<file path="src/rtl/id_ex_forward_stage_if.sv">
// ID/EX stage bundle: decoded ID fields and EX/MEM producer info in,
// registered EX fields, forwarding selects and hazard status out.
interface id_ex_forward_stage_if #(
  parameter int DATA_W = 32,
  parameter int REG_W  = 5,
  parameter int CTRL_W = 13,
  parameter int CNT_W  = 16
);
  logic              id_valid;
  logic [REG_W-1:0]  id_rs;
  logic [REG_W-1:0]  id_rt;
  logic              id_uses_rs;
  logic              id_uses_rt;
  logic [REG_W-1:0]  id_dst;
  logic              id_reg_write;
  logic              id_mem_read;
  logic [DATA_W-1:0] id_rs_data;
  logic [DATA_W-1:0] id_rt_data;
  logic [DATA_W-1:0] id_imm;
  logic [CTRL_W-1:0] id_ctrl;
  logic              flush;
  logic              exmem_reg_write;
  logic [REG_W-1:0]  exmem_dst;

  logic              ex_valid;
  logic              ex_reg_write;
  logic              ex_mem_read;
  logic [REG_W-1:0]  ex_dst;
  logic [DATA_W-1:0] ex_rs_data;
  logic [DATA_W-1:0] ex_rt_data;
  logic [DATA_W-1:0] ex_imm;
  logic [CTRL_W-1:0] ex_ctrl;
  logic [1:0]        ex_fwd_a;
  logic [1:0]        ex_fwd_b;
  logic              stall;
  logic [CNT_W-1:0]  stall_count;

  modport slave (
    input  id_valid, id_rs, id_rt, id_uses_rs, id_uses_rt, id_dst, id_reg_write,
           id_mem_read, id_rs_data, id_rt_data, id_imm, id_ctrl, flush,
           exmem_reg_write, exmem_dst,
    output ex_valid, ex_reg_write, ex_mem_read, ex_dst, ex_rs_data, ex_rt_data,
           ex_imm, ex_ctrl, ex_fwd_a, ex_fwd_b, stall, stall_count
  );

  modport master (
    output id_valid, id_rs, id_rt, id_uses_rs, id_uses_rt, id_dst, id_reg_write,
           id_mem_read, id_rs_data, id_rt_data, id_imm, id_ctrl, flush,
           exmem_reg_write, exmem_dst,
    input  ex_valid, ex_reg_write, ex_mem_read, ex_dst, ex_rs_data, ex_rt_data,
           ex_imm, ex_ctrl, ex_fwd_a, ex_fwd_b, stall, stall_count
  );
endinterface

</file>
<file path="src/rtl/id_ex_forward_stage.sv">
// ID/EX pipeline register with load-use hazard detection, one-bubble stall,
// EX-operand forwarding select generation and a saturating stall counter.
module id_ex_forward_stage #(
  parameter int DATA_W = 32,
  parameter int REG_W  = 5,
  parameter int CTRL_W = 13,
  parameter int CNT_W  = 16
) (
  input  logic clk,
  input  logic rst_n,
  id_ex_forward_stage_if.slave bus
);

  localparam logic [1:0] SEL_REG = 2'b00;
  localparam logic [1:0] SEL_EXM = 2'b10;
  localparam logic [1:0] SEL_MWB = 2'b01;

  logic             ex_prod;
  logic             mem_prod;
  logic             ex_load;
  logic             stall;
  logic             bubble;
  logic [1:0]       fwd_a;
  logic [1:0]       fwd_b;

  // The instruction now in EX becomes EX/MEM next cycle, so it is the newest producer.
  function automatic logic [1:0] fwd_sel(input logic [REG_W-1:0] src,
                                         input logic             newer_ok,
                                         input logic [REG_W-1:0] newer_dst,
                                         input logic             older_ok,
                                         input logic [REG_W-1:0] older_dst);
    if (newer_ok && newer_dst == src)      return SEL_EXM;
    else if (older_ok && older_dst == src) return SEL_MWB;
    else                                   return SEL_REG;
  endfunction

  // NOTE: every signal assigned here gets a value on every path, so no latches form.
  always_comb begin
    ex_prod  = bus.ex_valid & bus.ex_reg_write & (bus.ex_dst != '0);
    mem_prod = bus.exmem_reg_write & (bus.exmem_dst != '0);
    ex_load  = bus.ex_valid & bus.ex_mem_read & (bus.ex_dst != '0);
    stall    = bus.id_valid & ~bus.flush &
               ((bus.id_uses_rs & ex_load & (bus.id_rs == bus.ex_dst)) |
                (bus.id_uses_rt & ex_load & (bus.id_rt == bus.ex_dst)));
    bubble   = bus.flush | stall | ~bus.id_valid;
    fwd_a    = bus.id_uses_rs ?
               fwd_sel(bus.id_rs, ex_prod, bus.ex_dst, mem_prod, bus.exmem_dst) : SEL_REG;
    fwd_b    = bus.id_uses_rt ?
               fwd_sel(bus.id_rt, ex_prod, bus.ex_dst, mem_prod, bus.exmem_dst) : SEL_REG;
  end

  assign bus.stall = stall;

  // NOTE: state updates use non-blocking assignments so every register samples pre-edge values.
  always_ff @(posedge clk) begin
    if (!rst_n) begin
      bus.ex_valid     <= 1'b0;
      bus.ex_reg_write <= 1'b0;
      bus.ex_mem_read  <= 1'b0;
      bus.ex_dst       <= '0;
      bus.ex_ctrl      <= '0;
      bus.ex_fwd_a     <= SEL_REG;
      bus.ex_fwd_b     <= SEL_REG;
      // NOTE: operand registers are cleared too; they are visible outputs, not a memory array.
      bus.ex_rs_data   <= '0;
      bus.ex_rt_data   <= '0;
      bus.ex_imm       <= '0;
      bus.stall_count  <= '0;
    end else begin
      if (stall && bus.stall_count != {CNT_W{1'b1}})
        bus.stall_count <= bus.stall_count + 1'b1;

      if (bubble) begin
        bus.ex_valid     <= 1'b0;
        bus.ex_reg_write <= 1'b0;
        bus.ex_mem_read  <= 1'b0;
        bus.ex_dst       <= '0;
        bus.ex_ctrl      <= '0;
        bus.ex_fwd_a     <= SEL_REG;
        bus.ex_fwd_b     <= SEL_REG;
      end else begin
        bus.ex_valid     <= 1'b1;
        bus.ex_reg_write <= bus.id_reg_write;
        bus.ex_mem_read  <= bus.id_mem_read;
        bus.ex_dst       <= bus.id_dst;
        bus.ex_ctrl      <= bus.id_ctrl;
        bus.ex_fwd_a     <= fwd_a;
        bus.ex_fwd_b     <= fwd_b;
        bus.ex_rs_data   <= bus.id_rs_data;
        bus.ex_rt_data   <= bus.id_rt_data;
        bus.ex_imm       <= bus.id_imm;
      end
    end
  end

endmodule
</file>
<file path="src/flat_wrapper.sv">
// flat-port wrapper written by rule: the top's interface ports become plain ports
module id_ex_forward_stage_flat 
#(
  parameter int DATA_W = 32,
  parameter int REG_W  = 5,
  parameter int CTRL_W = 13,
  parameter int CNT_W  = 16
)
  (clk, rst_n, bus_id_valid, bus_id_rs, bus_id_rt, bus_id_uses_rs, bus_id_uses_rt, bus_id_dst, bus_id_reg_write, bus_id_mem_read, bus_id_rs_data, bus_id_rt_data, bus_id_imm, bus_id_ctrl, bus_flush, bus_exmem_reg_write, bus_exmem_dst, bus_ex_valid, bus_ex_reg_write, bus_ex_mem_read, bus_ex_dst, bus_ex_rs_data, bus_ex_rt_data, bus_ex_imm, bus_ex_ctrl, bus_ex_fwd_a, bus_ex_fwd_b, bus_stall, bus_stall_count);
  id_ex_forward_stage_if #(.DATA_W(DATA_W), .REG_W(REG_W), .CTRL_W(CTRL_W), .CNT_W(CNT_W)) bus_i ();
  input  logic clk;
  input  logic rst_n;
  input wire logic [$bits(bus_i.id_valid)-1:0] bus_id_valid;
  input wire logic [$bits(bus_i.id_rs)-1:0] bus_id_rs;
  input wire logic [$bits(bus_i.id_rt)-1:0] bus_id_rt;
  input wire logic [$bits(bus_i.id_uses_rs)-1:0] bus_id_uses_rs;
  input wire logic [$bits(bus_i.id_uses_rt)-1:0] bus_id_uses_rt;
  input wire logic [$bits(bus_i.id_dst)-1:0] bus_id_dst;
  input wire logic [$bits(bus_i.id_reg_write)-1:0] bus_id_reg_write;
  input wire logic [$bits(bus_i.id_mem_read)-1:0] bus_id_mem_read;
  input wire logic [$bits(bus_i.id_rs_data)-1:0] bus_id_rs_data;
  input wire logic [$bits(bus_i.id_rt_data)-1:0] bus_id_rt_data;
  input wire logic [$bits(bus_i.id_imm)-1:0] bus_id_imm;
  input wire logic [$bits(bus_i.id_ctrl)-1:0] bus_id_ctrl;
  input wire logic [$bits(bus_i.flush)-1:0] bus_flush;
  input wire logic [$bits(bus_i.exmem_reg_write)-1:0] bus_exmem_reg_write;
  input wire logic [$bits(bus_i.exmem_dst)-1:0] bus_exmem_dst;
  output wire logic [$bits(bus_i.ex_valid)-1:0] bus_ex_valid;
  output wire logic [$bits(bus_i.ex_reg_write)-1:0] bus_ex_reg_write;
  output wire logic [$bits(bus_i.ex_mem_read)-1:0] bus_ex_mem_read;
  output wire logic [$bits(bus_i.ex_dst)-1:0] bus_ex_dst;
  output wire logic [$bits(bus_i.ex_rs_data)-1:0] bus_ex_rs_data;
  output wire logic [$bits(bus_i.ex_rt_data)-1:0] bus_ex_rt_data;
  output wire logic [$bits(bus_i.ex_imm)-1:0] bus_ex_imm;
  output wire logic [$bits(bus_i.ex_ctrl)-1:0] bus_ex_ctrl;
  output wire logic [$bits(bus_i.ex_fwd_a)-1:0] bus_ex_fwd_a;
  output wire logic [$bits(bus_i.ex_fwd_b)-1:0] bus_ex_fwd_b;
  output wire logic [$bits(bus_i.stall)-1:0] bus_stall;
  output wire logic [$bits(bus_i.stall_count)-1:0] bus_stall_count;
  assign bus_i.id_valid = bus_id_valid;
  assign bus_i.id_rs = bus_id_rs;
  assign bus_i.id_rt = bus_id_rt;
  assign bus_i.id_uses_rs = bus_id_uses_rs;
  assign bus_i.id_uses_rt = bus_id_uses_rt;
  assign bus_i.id_dst = bus_id_dst;
  assign bus_i.id_reg_write = bus_id_reg_write;
  assign bus_i.id_mem_read = bus_id_mem_read;
  assign bus_i.id_rs_data = bus_id_rs_data;
  assign bus_i.id_rt_data = bus_id_rt_data;
  assign bus_i.id_imm = bus_id_imm;
  assign bus_i.id_ctrl = bus_id_ctrl;
  assign bus_i.flush = bus_flush;
  assign bus_i.exmem_reg_write = bus_exmem_reg_write;
  assign bus_i.exmem_dst = bus_exmem_dst;
  assign bus_ex_valid = bus_i.ex_valid;
  assign bus_ex_reg_write = bus_i.ex_reg_write;
  assign bus_ex_mem_read = bus_i.ex_mem_read;
  assign bus_ex_dst = bus_i.ex_dst;
  assign bus_ex_rs_data = bus_i.ex_rs_data;
  assign bus_ex_rt_data = bus_i.ex_rt_data;
  assign bus_ex_imm = bus_i.ex_imm;
  assign bus_ex_ctrl = bus_i.ex_ctrl;
  assign bus_ex_fwd_a = bus_i.ex_fwd_a;
  assign bus_ex_fwd_b = bus_i.ex_fwd_b;
  assign bus_stall = bus_i.stall;
  assign bus_stall_count = bus_i.stall_count;
  id_ex_forward_stage #(.DATA_W(DATA_W), .REG_W(REG_W), .CTRL_W(CTRL_W), .CNT_W(CNT_W)) u_core (.clk(clk), .rst_n(rst_n), .bus(bus_i));
endmodule
</file>
<file path="config.mk">
export PLATFORM = sky130hd
export DESIGN_NAME = id_ex_forward_stage_flat
export DESIGN_NICKNAME = d
export VERILOG_FILES = /design/src/rtl/id_ex_forward_stage_if.sv /design/src/rtl/id_ex_forward_stage.sv /design/src/flat_wrapper.sv
export SDC_FILE = /design/constraint.sdc
export NUM_CORES = 1
export LEC_CHECK = 0
export CAP_MARGIN = 0
export CORE_MARGIN = 4
export CORE_UTILIZATION = 30
export DETAILED_ROUTE_END_ITERATION = 6
export GPL_ROUTABILITY_DRIVEN = 0
export PLACE_DENSITY = 0.6
export SLEW_MARGIN = 15
export SYNTH_ARGS = -nofsm -noshare
export SYNTH_HDL_FRONTEND = slang
export SYNTH_SLANG_ARGS = --single-unit
</file>
<file path="constraint.sdc">
create_clock -name clk -period 3.35 [get_ports clk]
set_input_delay 0.67 -clock clk [delete_from_list [all_inputs] [get_ports clk]]
set_output_delay 0.67 -clock clk [all_outputs]
set_load 0.03 [all_outputs]
</file>
==> results by group, run 1 <==
Outcome
  – Status: finished, final reports clean

Power
  – Peak supply drop: 0.2667 mV
  – Tot Pwr: 4617 uW
  – P per Cell Area: 432.5 nW/um^2
  – Lkg Pwr: 0.004122 uW

Clock tree
  – Number of CTS-inserted buffers: 17
  – Clock-pin transition on the worst setup and hold timing paths: 0.07 ns
  – H-tree depth: 4
  – CTS max path bufs: 2
  – Worst skew pair latency: 0.41 ns
  – CTS root buf: clkbuf_16
  – Post_cts resized: 0
  – Cts hold-fix bufs: 0
  – CTS tree: yes
  – Sink Count: 137
  – Setup Buffers After CTS: 0

Critical path
  – Worst setup EP type: primary output
  – CP arrival: 2.18 ns
  – Crit Path Max Fanout: 4
  – Critical Path RT: 2.68 ns
  – CP Class: in -> out
  – Critical path launch point type: input pin
  – R2R setup slack: 1.09 ns

STA
  – Final setup margin: 0.4964 ns
  – RSZ-0062 raised after global routing: false
  – Final Max Slew Viols: 0
  – Setup Total Neg Slack: 0 ns
  – Final Skew: 0.009245 ns
  – Worst slew pin tran: 0.7883 ns
  – Final hold vios: 0
  – Highest Clock Rate: 0.3504 GHz
  – Setup violations, final: 0
  – Final period util: 85.18%
  – Slew margin rel.: 47.45%
  – Fin crit period: 2.854 ns

Final layout
  – Final nets: 1308
  – Sequential cell area: 2743 sq um
  – Multi-input logic area: 4038 sq um
  – Commonest non-fill, non-tap cell in the layout: clkdlybuf4s50_1
  – Commonest cells after routing, fill and taps aside: clkdlybuf4s50_1 (273), nand2_1 (203), dfxtp_1 (137)
  – N_diodes: 0
  – Area delta synth->final: 49.34%
  – Share of cells above drive strength 1: 4.399%
  – Layout filler cell count: 2353

Floorplanning
  – Initial Utilization: 30.45%
  – Die X-Extent: 162.4 um
  – Rows: 56
  – Core area: 23470 sq um
  – Die height: 162.4 um
  – Die area: 26360 sq um
  – IO Pins: 276

Place
  – Port bufs: 275
  – Place WS: 0.3663 ns
  – HPWL after DPL: 15.38 mm

Route
  – Vias per inst: 5.139
  – Vias: 7714
  – WL final: 22.99 mm
  – Antenna violation net count after detailed routing: 0
  – 1st-pass router iterations: 4
  – Initial DRC Count: 448
  – Wirelength per Cell: 15.32 um
  – # DRC: 0

Logic synthesis
  – Syn Nets: 1097
  – Post-Synthesis Cell Area: 7148 sq um
  – Synth Area per Inst: 7.461 sq um
  – Mapped Cells: 958
  – Register area share after synthesis: 38.37%
  – Top area cells in the synthesized netlist: dfxtp_1 (38%), o311ai_1 (12%), nand2_1 (11%), and3_1 (9.0%), a21oi_1 (7.6%)
  – Yosys top cell area share: 38.37%
  – Netlist cell types: 40
  – Yosys Warn Count: 0
  – #FFs+latches synth: 137
  – Largest area contributor in the netlist: dfxtp_1

Global routing
  – GRT Residual Overflow: 0
  – GRT Overall Usage: 16.64%
  – First-pass GRT wire length: 36.49 mm
  – Largest net degree at the start of global routing: 184
  – Number of global-route vias before repair: 7111
  – Initial antenna violation count: 0

Run
  – Max-cap viol count: 0

Worst hold path
  – Hold WC Path Type: reg -> reg
report_power, final:
part	internal, uW	leakage [uW]	total [uW]	switching [uW]
combinational	443	0.00271	946	504
clock	1120	0.000287	1880	760
sequential	1740	0.00113	1790	55.2
path summary, 6_finish.rpt:
kind | cells past startpoint | end | from
max | 6 | bus_stall | bus_id_rs[3]
min | 2 | u_core.bus.ex_rs_data[4] | u_core.bus.ex_rs_data[4]
max reg2reg | 6 | u_core.bus.ex_imm[14] | u_core.bus.ex_dst[3]
min reg2reg | 2 | u_core.bus.ex_rs_data[4] | u_core.bus.ex_rs_data[4]
synth_stat cells (all sizes together):
master,instances
ha,1
nand2b,3
nand4,8
o21ai,3
dfxtp,137
or3,2
xnor2,8
o21a,1
inv,2
a21oi,109
a32oi,1
and4b,1
nand4b,1
nor2b,1
nand3,11
xor2,12
buf,18
o311ai,96
and3,103
o31a,1
nor2,101
mux2i,3
or4,11
o31ai,9
and2,20
and4,3
o21ba,1
nor4b,1
nor3b,1
nand2,203
clkbuf,76
or3b,1
nor4,5
o41ai,1
nor3,3
registers in the layout, indices dropped and copies added (netlist names):
| register | count |
|---|---|
| u_core.bus.ex_rt_data | 32 |
| u_core.bus.ex_valid | 1 |
| u_core.bus.ex_dst | 5 |
| u_core.bus.ex_reg_write | 1 |
| u_core.bus.ex_imm | 32 |
| u_core.bus.stall_count | 16 |
| u_core.bus.ex_ctrl | 13 |
| u_core.bus.ex_fwd_b | 2 |
| u_core.bus.ex_rs_data | 32 |
| u_core.bus.ex_mem_read | 1 |
| u_core.bus.ex_fwd_a | 2 |
layout make-up:
cell class | count | share of cell area, %
multi-input combinational | 725 | 37.82
timing repair buffer | 286 | 27.22
sequential | 137 | 25.69
clock buffer | 18 | 4.114
tap | 319 | 3.739
clock inverter | 14 | 1.348
inverter | 2 | 0.07032
through the flow:
stage                     hold slack (ns)  area, sq um  instances  utilization [%]
final                              0.5007        10680       1501            45.48
after global routing               0.5281        10680       1501            45.48
after CTS                          0.5035        10680       1501            45.48
after detailed placement           0.4960        10090       1469            43.00
after global placement             0.4880        10090       1469            43.00
after floorplan                    0.6059         7148        958                -
layer usage:
metal	wire length [um]	up-vias	track usage [%]	share of wire, %
li1	-	3874	-	-
met1	10530	3635	22.03	46
met2	10410	188	25.90	45
met4	291	0	4.306	1.3
met5	0	-	0	0
met3	1751	17	5.948	7.6
worst max-delay path: stages:
cell and delay [ns]:
clkdlybuf4s50_1 0.45, xor2_1 0.17, nor3_2 0.29, a32oi_4 0.21, nor2_1 0.18, buf_4 0.20
cells by family (layout without fill, tap and decap cells):
group	Yosys count	count (layout)	synth area share, %
multiplexers	3	3	0.4201
AO/OA/AOI/OAI	222	222	21.27
AND/OR/NAND/NOR	479	479	31.73
flip-flops	137	137	38.37
adder cells (fa/ha/maj)	1	1	0.1750
XOR/XNOR	20	20	2.451
buffers and inverters	96	320	5.584
No activity file was read; power rests on OpenSTA's default activity.
==> inputs of run 2 (changes only) <==
Settings changed: CTS_CLUSTER_DIAMETER set to 40, SKIP_CTS_REPAIR_TIMING set to 1.
==> results of run 2 <==
No change in the layout: final DEF, timing and power equal those of run 1.
